### config.mk
export PLATFORM = sky130hd
export DESIGN_NAME = dds_phase_gen_flat
export DESIGN_NICKNAME = d
export VERILOG_FILES = /design/src/rtl/dds_phase_gen_if.sv /design/src/rtl/dds_phase_gen.sv /design/src/flat_wrapper.sv
export SDC_FILE = /design/constraint.sdc
export NUM_CORES = 1
export LEC_CHECK = 0
export CAP_MARGIN = 20
export CORE_UTILIZATION = 47
export DETAILED_ROUTE_END_ITERATION = 8
export PLACE_DENSITY = 0.79
export SLEW_MARGIN = 20
export SYNTH_ARGS = -nofsm -noshare
export SYNTH_HDL_FRONTEND = slang
export SYNTH_SLANG_ARGS = --single-unit
### constraint.sdc
create_clock -name clk -period 2.9 [get_ports clk]
set_input_delay 0.725 -clock clk [delete_from_list [all_inputs] [get_ports clk]]
set_output_delay 0.725 -clock clk [all_outputs]
set_load 0.01 [all_outputs]
### src/rtl/dds_phase_gen_if.sv
// Configuration handshake bundle for dds_phase_gen: FCW, phase offset and sweep parameters.
// Master drives the offer; slave (the phase generator) returns cfg_ready_o.
interface dds_phase_gen_if #(
    parameter int unsigned DW = 16,
    parameter int unsigned AW = 32,
    parameter int unsigned CW = 16
);
    logic          cfg_valid_i;
    logic          cfg_ready_o;
    logic [AW-1:0] cfg_fcw_i;
    logic [DW-1:0] cfg_pofs_i;
    logic          cfg_mode_i;
    logic [AW-1:0] cfg_step_i;
    logic [CW-1:0] cfg_len_i;

    modport master (
        output cfg_valid_i,
        output cfg_fcw_i,
        output cfg_pofs_i,
        output cfg_mode_i,
        output cfg_step_i,
        output cfg_len_i,
        input  cfg_ready_o
    );

    modport slave (
        input  cfg_valid_i,
        input  cfg_fcw_i,
        input  cfg_pofs_i,
        input  cfg_mode_i,
        input  cfg_step_i,
        input  cfg_len_i,
        output cfg_ready_o
    );
endinterface

### src/rtl/dds_phase_gen.sv
// DDS phase accumulator feeding a CORDIC stage, with valid delay line for sin/cos alignment.
// Optional linear FCW sweep (chirp) engine enabled by defining DDS_SWEEP_EN.
module dds_phase_gen #(
    parameter int unsigned DW         = 16,
    parameter int unsigned AW         = 32,
    parameter int unsigned CORDIC_LAT = 16,
    parameter int unsigned CW         = 16
) (
    input  logic          clk,
    input  logic          rst_n,
    dds_phase_gen_if.slave cfg,
    input  logic          en_i,
    input  logic          sync_clr_i,
    output logic [DW-1:0] phase_o,
    output logic          phase_vld_o,
    output logic          out_vld_o,
    output logic          sweep_done_o,
    output logic          busy_o
);

    typedef enum logic [1:0] {StIdle, StRun, StSweep} state_e;

    state_e          r_state;
    logic [AW-1:0]   r_acc;
    logic [AW-1:0]   r_fcw;
    logic [DW-1:0]   r_pofs;
    logic [CORDIC_LAT-1:0] r_vld_dly;

    logic w_accept;
    logic w_adv;

    assign w_accept = cfg.cfg_valid_i & cfg.cfg_ready_o;
    assign w_adv    = (r_state != StIdle) & en_i;

`ifdef DDS_SWEEP_EN
    logic [AW-1:0] r_step;
    logic [CW-1:0] r_cnt;
    logic          r_ready;
    logic          r_busy;
    logic          r_done;
    logic          w_sweep_req;

    assign w_sweep_req     = cfg.cfg_mode_i & (cfg.cfg_len_i != '0);
    assign cfg.cfg_ready_o = r_ready;
    assign busy_o          = r_busy;
    assign sweep_done_o    = r_done;
`else
    logic w_unused;

    assign w_unused        = ^{cfg.cfg_mode_i, cfg.cfg_step_i, cfg.cfg_len_i};
    assign cfg.cfg_ready_o = 1'b1;
    assign busy_o          = 1'b0;
    assign sweep_done_o    = 1'b0;
`endif

    always_ff @(posedge clk or negedge rst_n) begin
        if (!rst_n) begin
            r_state     <= StIdle;
            r_acc       <= '0;
            r_fcw       <= '0;
            r_pofs      <= '0;
            phase_o     <= '0;
            phase_vld_o <= 1'b0;
`ifdef DDS_SWEEP_EN
            r_step      <= '0;
            r_cnt       <= '0;
            r_ready     <= 1'b1;
            r_busy      <= 1'b0;
            r_done      <= 1'b0;
`endif
        end else begin
            // Output uses the accumulator value before this cycle's update.
            phase_o     <= r_acc[AW-1 -: DW] + r_pofs;
            phase_vld_o <= w_adv;

            if (sync_clr_i) begin
                r_acc <= '0;
            end else if (w_adv) begin
                r_acc <= r_acc + r_fcw;
            end

`ifdef DDS_SWEEP_EN
            r_done <= 1'b0;
`endif
            unique case (r_state)
                StIdle, StRun: begin
                    // Accumulator is left untouched so retuning stays phase-continuous.
                    if (w_accept) begin
                        r_fcw  <= cfg.cfg_fcw_i;
                        r_pofs <= cfg.cfg_pofs_i;
`ifdef DDS_SWEEP_EN
                        r_step <= cfg.cfg_step_i;
                        r_cnt  <= cfg.cfg_len_i;
                        if (w_sweep_req) begin
                            r_state <= StSweep;
                            r_ready <= 1'b0;
                            r_busy  <= 1'b1;
                        end else begin
                            r_state <= StRun;
                        end
`else
                        r_state <= StRun;
`endif
                    end
                end
`ifdef DDS_SWEEP_EN
                StSweep: begin
                    if (w_adv) begin
                        r_fcw <= r_fcw + r_step;
                        r_cnt <= r_cnt - CW'(1);
                        if (r_cnt == CW'(1)) begin
                            r_state <= StRun;
                            r_ready <= 1'b1;
                            r_busy  <= 1'b0;
                            r_done  <= 1'b1;
                        end
                    end
                end
`endif
                default: r_state <= StIdle;
            endcase
        end
    end

    // Valid delay line matching the downstream CORDIC latency.
    always_ff @(posedge clk or negedge rst_n) begin
        if (!rst_n) begin
            r_vld_dly <= '0;
        end else begin
            r_vld_dly[0] <= phase_vld_o;
            for (int i = 1; i < int'(CORDIC_LAT); i++) begin
                r_vld_dly[i] <= r_vld_dly[i-1];
            end
        end
    end

    assign out_vld_o = r_vld_dly[CORDIC_LAT-1];

endmodule

### src/flat_wrapper.sv
// flat-port wrapper written by rule: the top's interface ports become plain ports
module dds_phase_gen_flat 
#(
    parameter int unsigned DW         = 16,
    parameter int unsigned AW         = 32,
    parameter int unsigned CORDIC_LAT = 16,
    parameter int unsigned CW         = 16
)
  (clk, rst_n, en_i, sync_clr_i, phase_o, phase_vld_o, out_vld_o, sweep_done_o, busy_o, cfg_cfg_valid_i, cfg_cfg_fcw_i, cfg_cfg_pofs_i, cfg_cfg_mode_i, cfg_cfg_step_i, cfg_cfg_len_i, cfg_cfg_ready_o);
  dds_phase_gen_if #(.DW(DW), .AW(AW), .CW(CW)) cfg_i ();
  input  logic clk;
  input  logic rst_n;
  input  logic en_i;
  input  logic sync_clr_i;
  output logic [DW-1:0] phase_o;
  output logic phase_vld_o;
  output logic out_vld_o;
  output logic sweep_done_o;
  output logic busy_o;
  input wire logic [$bits(cfg_i.cfg_valid_i)-1:0] cfg_cfg_valid_i;
  input wire logic [$bits(cfg_i.cfg_fcw_i)-1:0] cfg_cfg_fcw_i;
  input wire logic [$bits(cfg_i.cfg_pofs_i)-1:0] cfg_cfg_pofs_i;
  input wire logic [$bits(cfg_i.cfg_mode_i)-1:0] cfg_cfg_mode_i;
  input wire logic [$bits(cfg_i.cfg_step_i)-1:0] cfg_cfg_step_i;
  input wire logic [$bits(cfg_i.cfg_len_i)-1:0] cfg_cfg_len_i;
  output wire logic [$bits(cfg_i.cfg_ready_o)-1:0] cfg_cfg_ready_o;
  assign cfg_i.cfg_valid_i = cfg_cfg_valid_i;
  assign cfg_i.cfg_fcw_i = cfg_cfg_fcw_i;
  assign cfg_i.cfg_pofs_i = cfg_cfg_pofs_i;
  assign cfg_i.cfg_mode_i = cfg_cfg_mode_i;
  assign cfg_i.cfg_step_i = cfg_cfg_step_i;
  assign cfg_i.cfg_len_i = cfg_cfg_len_i;
  assign cfg_cfg_ready_o = cfg_i.cfg_ready_o;
  dds_phase_gen #(.DW(DW), .AW(AW), .CORDIC_LAT(CORDIC_LAT), .CW(CW)) u_core (.clk(clk), .rst_n(rst_n), .cfg(cfg_i), .en_i(en_i), .sync_clr_i(sync_clr_i), .phase_o(phase_o), .phase_vld_o(phase_vld_o), .out_vld_o(out_vld_o), .sweep_done_o(sweep_done_o), .busy_o(busy_o));
endmodule
==> Yosys cells after proc, flatten, opt, wreduce, memory -nomap -nowiden <==
Index checks and enable logic that the tools add are counted.
{ "classes": {"eq_ne": 2, "n_addsub": 2, "n_mux": 4, "n_bitwise": 1, "n_reduce_logical": 5} }
{ "op_table": {"columns": ["cell", "n"], "rows": [
  ["two-way mux 32 bit", 2],
  ["adder 32 bit", 1],
  ["adder 16 bit", 1],
  ["two-way mux 2 bit", 2],
  ["nonzero test 2 bit", 2],
  ["== test 2 x 1 -> 1 bit (second input constant)", 1],
  ["zero test 2 bit", 1],
  ["inequality test 2 bit (second input constant)", 1],
  ["AND reduction 2 bit", 1],
  ["OR reduction 2 bit", 1],
  ["AND 1 bit", 1]
]} }
{ "totals": {"wordCells": 21, "inputBits": 102, "reg_bits": 115, "output_inout_bits": 21} }

==> Depth between registers and ports, before layout <==
{ "depth": {"ltp_word": 4, "depth_mapped": 12, "mapped_depth_nobuf": 12} }

==> Worst setup path after synthesis <==
OpenSTA, ideal clock, no wires.
{ "synth_path": {"path_kind": "flip-flop to flip-flop", "start": "reg u_core.r_acc[16]", "end": "reg u_core.phase_o[14]", "required_time_ns": 2.813, "path_slack_ns": 0.084, "synth_period_minus_slack_ns": 2.816, "path_buffers": 0, "stages_incl_launch_ff": 12, "arrival_time_ns": 2.730, "setup_time_ns": 0.087, "path_cell_list": "dfrtp_1 > ha_1 > fa_1 > a21o_1 > a21oi_1 > o21bai_1 > a21o_1 > a21oi_1 > o21ai_0 > o41ai_2 > or4b_1 > o211ai_1"} }
{ "synth_via": {"elab_chain_cells": 1} }
{ "synth_rtl": {"columns": ["item", "line_no", "rtl"], "rows": [
  ["start: declaration", "dds_phase_gen.sv:24", "logic [AW-1:0] r_acc;"],
  ["start signal: assignment", "dds_phase_gen.sv:79", "r_acc <= r_acc + r_fcw;"],
  ["adder 16 bit", "dds_phase_gen.sv:73", "phase_o <= r_acc[AW-1 -: DW] + r_pofs;"],
  ["end signal: assignment", "dds_phase_gen.sv:73", null],
  ["end: declaration", "dds_phase_gen.sv:14", "output logic [DW-1:0] phase_o,"]
]} }
No other way between the ends.
A chain may end at the register's enable or synchronous reset.

==> Final worst setup path <==
{ "layout_path": {"start": "reg u_core.r_fcw[0]", "end": "reg u_core.r_acc[28]"} }
{ "layout_via": {"elab_chain_cells": 3} }
{ "layout_rtl": {"columns": ["item", "line_no", "rtl"], "rows": [
  ["start: declaration", "dds_phase_gen.sv:25", "logic [AW-1:0] r_fcw;"],
  ["start signal: assignment", "dds_phase_gen.sv:89", "r_fcw <= cfg.cfg_fcw_i;"],
  ["adder 32 bit", "dds_phase_gen.sv:79", null],
  ["two-way mux 32 bit", "dds_phase_gen.sv:78", "end else if (w_adv) begin"],
  ["two-way mux 32 bit", "dds_phase_gen.sv:76", "if (sync_clr_i) begin"]
]} }
No other way between the ends. The select of a mux whose other input is x is not followed.

==> run summary <==
status - finished, final reports clean
max-slew violation count - 0
Max Cap Viol - 0
register area - 0.00285 mm2
fmax - 0.358 GHz
Avg Cell Area, Syn - 10.6 um2
Layout Nets - 822
DR pass1 iterations - 5
startpoint types - flip-flop
Buf/Inv on CP - 1
Post-Route M1 WL - 5650 um
Post-synth top cells - dfrtp_1 (114), nand2_1 (60), a21oi_1 (49), mux2_2 (48), ha_1 (46)
Post-Syn Area - 0.00613 mm2
Worst Tran Pin Value - 0.684 ns
wire length on met3 - 709 um
total number of vias - 4,674
met2 wire len - 6550 um
Final Skew - 0.00725 ns
detailed placement HPWL - 9020 um
CTS max path bufs - 2
Hold Vio Cnt, Final - 0
Root Driver - clkbuf_16
vias per cell - 5.46
Die H - 116 um
first-pass GRT wire length - 21,200 um
PD cells - 742 mW/mm2
Clock Sinks - 114
count leader, synth - dfrtp_1
Worst slew margin - 54.4%
Synth Warn # - 0
Post-Synth Adder-Cell Area - 10.0%
main combinational cell family by area after synthesis - compound AO/OA/AOI/OAI gates
Antenna Nets Post-Route - 0
Chip Width - 116 um
core box area - 0.0127 mm2
top-level port count - 123
area post-placement - 0.00713 mm2
simple-gate share of the synthesized area - 11.4%
mux cell area share after synthesis - 9.17%
IO Port Bufs - 70
post-place setup slack - -0.0709 ns
top cell type's share of synthesized area - 46.6%
Layout Area Growth over Synthesis - 27.9%
CTS tree - done
Setup WS post-layout - 0.109 ns
Crit-path slowest cell - or4_1
largest net degree at the start of global routing - 55
Seq/Total Area, Yosys - 46.6%
Cells after Synth - 577
Compound-Gate Fraction of Synth Area - 15.2%
Req. time, crit path - 3.25 ns
Die ar. - 0.0135 mm2
Yosys top cell by area - dfrtp_1
Placer Congestion - 0.868
number of flops mapped to enable cells by yosys - 0
top cells by area, synth - dfrtp_1 (47%), ha_1 (9.4%), mux2_2 (8.8%), a21oi_1 (4.0%), nand2_1 (3.7%)
CP top delay family - compound AO/OA/AOI/OAI gates
Highest Signal Layer - met4
clock-pin slew on the worst setup and hold paths - 0.05 ns
Final min period - 2.79 ns
# fillers - 1,009
RSZ-0062 raised after global routing - yes
layout cells sized above 1 - 20.0%
final WL - 13,100 um
drt wl/cell - 15.3 um
row cnt - 41
XOR/XNOR Fraction of Synth Area - 4.72%
crit share post-route - 96.2%
Max H-tree Level - 4
R2R setup slack - 0.11 ns
top_reg_cell synth - dfrtp_1
# DRC - 0
antenna violations before repair - 0
WS Path Type - flip-flop to flip-flop
Final setup viols - 0
peak fanout along the critical path - 3
GRT Total Usage - 20.5%
gr ovfl total - 0
Post-Layout Inst Area - 0.00784 mm2
Ant. Diodes - 0
crit-path max cell delay - 0.41 ns
Synth cell types - 56
total CTS buffers - 17
vias in the first global route - 4,630
CP Cell Sequence - ha_2, inv_1, fa_1, nor2b_2, o31a_1, o221ai_2, a31o_2, o21bai_4, a21o_1, a31oi_1, or4_1, nand3_1
Data arrival, critical path - 3.14 ns
Hold Crit Class - flip-flop to flip-flop
multi-input logic area - 0.00321 mm2
First DRT Iteration DRCs - 252
Worst-Skew Late Latency - 0.41 ns
Synth async-reset ratio - 100%
Peak VDD IR - 424 uV
CP Capture Type - flip-flop
LEAKAGE - 3.58 nW
initial cell density of the core - 48.4%
#FFs+latches synth - 114
-- worst paths after layout --
| check | start | endpoint | depth (start not counted) |
|---|---|---|---|
| worst max-delay path | u_core.r_fcw[0]$_DFFE_PN0P_ | u_core.r_acc[28]$_DFFE_PN0P_ | 12 |
| worst min-delay path | u_core.r_vld_dly[3]$_DFF_PN0_ | u_core.r_vld_dly[4]$_DFF_PN0_ | 0 |
| worst max register to register | u_core.r_fcw[0]$_DFFE_PN0P_ | u_core.r_acc[28]$_DFFE_PN0P_ | 12 |
| worst min register to register | u_core.r_vld_dly[3]$_DFF_PN0_ | u_core.r_vld_dly[4]$_DFF_PN0_ | 0 |
| max in group asynchronous | rst_n | u_core.phase_vld_o$_DFF_PN0_ | 2 |
| min in group asynchronous | rst_n | u_core.r_pofs[2]$_DFFE_PN0P_ | 1 |
-- layer usage --
metal  track usage, %  up-vias
li1                 -     2264
met1             24.7     2250
met2             34.8      142
met3             5.45       18
met4             8.29        0
met5                0        -
-- through the flow --
| stage | hold slack [ns] | std cells | setup TNS [ns] | util, % | power [mW] |
|---|---|---|---|---|---|
| 3_5_place_dp | 0.336 | 819 | -0.0846 | 56.3 | 3.81 |
| 5_1_grt | 0.350 | 856 | -0.0522 | 61.8 | 6.16 |
| 6_report | 0.344 | 856 | 0 | 61.8 | 5.82 |
| 4_1_cts | 0.347 | 852 | 0 | 60.9 | 5.78 |
| 3_3_place_gp | 0.331 | 819 | 0 | 56.3 | 3.71 |
| 2_1_floorplan | 0.331 | 578 | 0 | - | 3.17 |
-- registers in the layout, summed over array words and instances, names as in the netlist --
| name | flops |
|---|---|
| u_core.r_acc | 32 |
| u_core.r_fcw | 32 |
| u_core.phase_o | 16 |
| u_core.r_pofs | 16 |
| u_core.r_vld_dly | 16 |
| u_core.phase_vld_o | 1 |
| u_core.r_state | 1 |
-- layout make-up --
type / instances / area share (%)
clock buffers: 26 / 6.50
multi-input cells: 422 / 41.0
inverters: 16 / 0.766
flip-flops and latches: 114 / 36.4
repair buffers: 101 / 12.0
clock inverters: 5 / 0.639
well taps: 172 / 2.75
-- what timing repair did --
| action | 4_1_cts | 5_1_grt |
|---|---|---|
| setup endpoints to repair | 3 | 8 |
| endpoints found under the hold margin | 0 | 0 |
| hold buffers | 0 | 0 |
| gates resized for setup | 7 | 20 |
| setup buffers | 2 | 4 |
| pin swaps | 3 | 12 |
-- cells by family (layout without fill, tap and decap cells) --
| logic type | Yosys count | count (layout) |
|---|---|---|
| mux | 50 | 50 |
| simple gates | 148 | 148 |
| flops | 114 | 114 |
| buf+inv | 42 | 148 |
| fa+ha+maj | 48 | 48 |
| xor+xnor | 33 | 33 |
| other cells | 2 | 3 |
| compound gates | 140 | 140 |
-- power breakdown --
part,leakage [nW],internal [mW],switching (mW)
clock network,0.280,1.28,0.644
registers,1.38,1.85,0.140
logic,1.92,0.968,0.936
-- placed cells by master (no fill, tap or decap), types with 4 or more instances in the layout --
master	count
clkinv_2	4
inv_1	16
xnor2_1	23
o21bai_1	8
xor2_1	10
a21o_1	18
o21ai_0	13
and3_1	9
a31oi_1	6
clkbuf_16	17
mux2_2	48
a21oi_2	4
nor3_1	6
ha_1	43
nand2_1	60
dfrtp_1	113
clkbuf_8	5
clkdlybuf4s50_1	68
o21a_1	6
buf_4	31
a211oi_1	10
nand4_1	4
nand3_1	15
a21oi_1	45
clkbuf_1	4
nor2_1	29
Note: power is estimated with default switching activity, not from simulation.
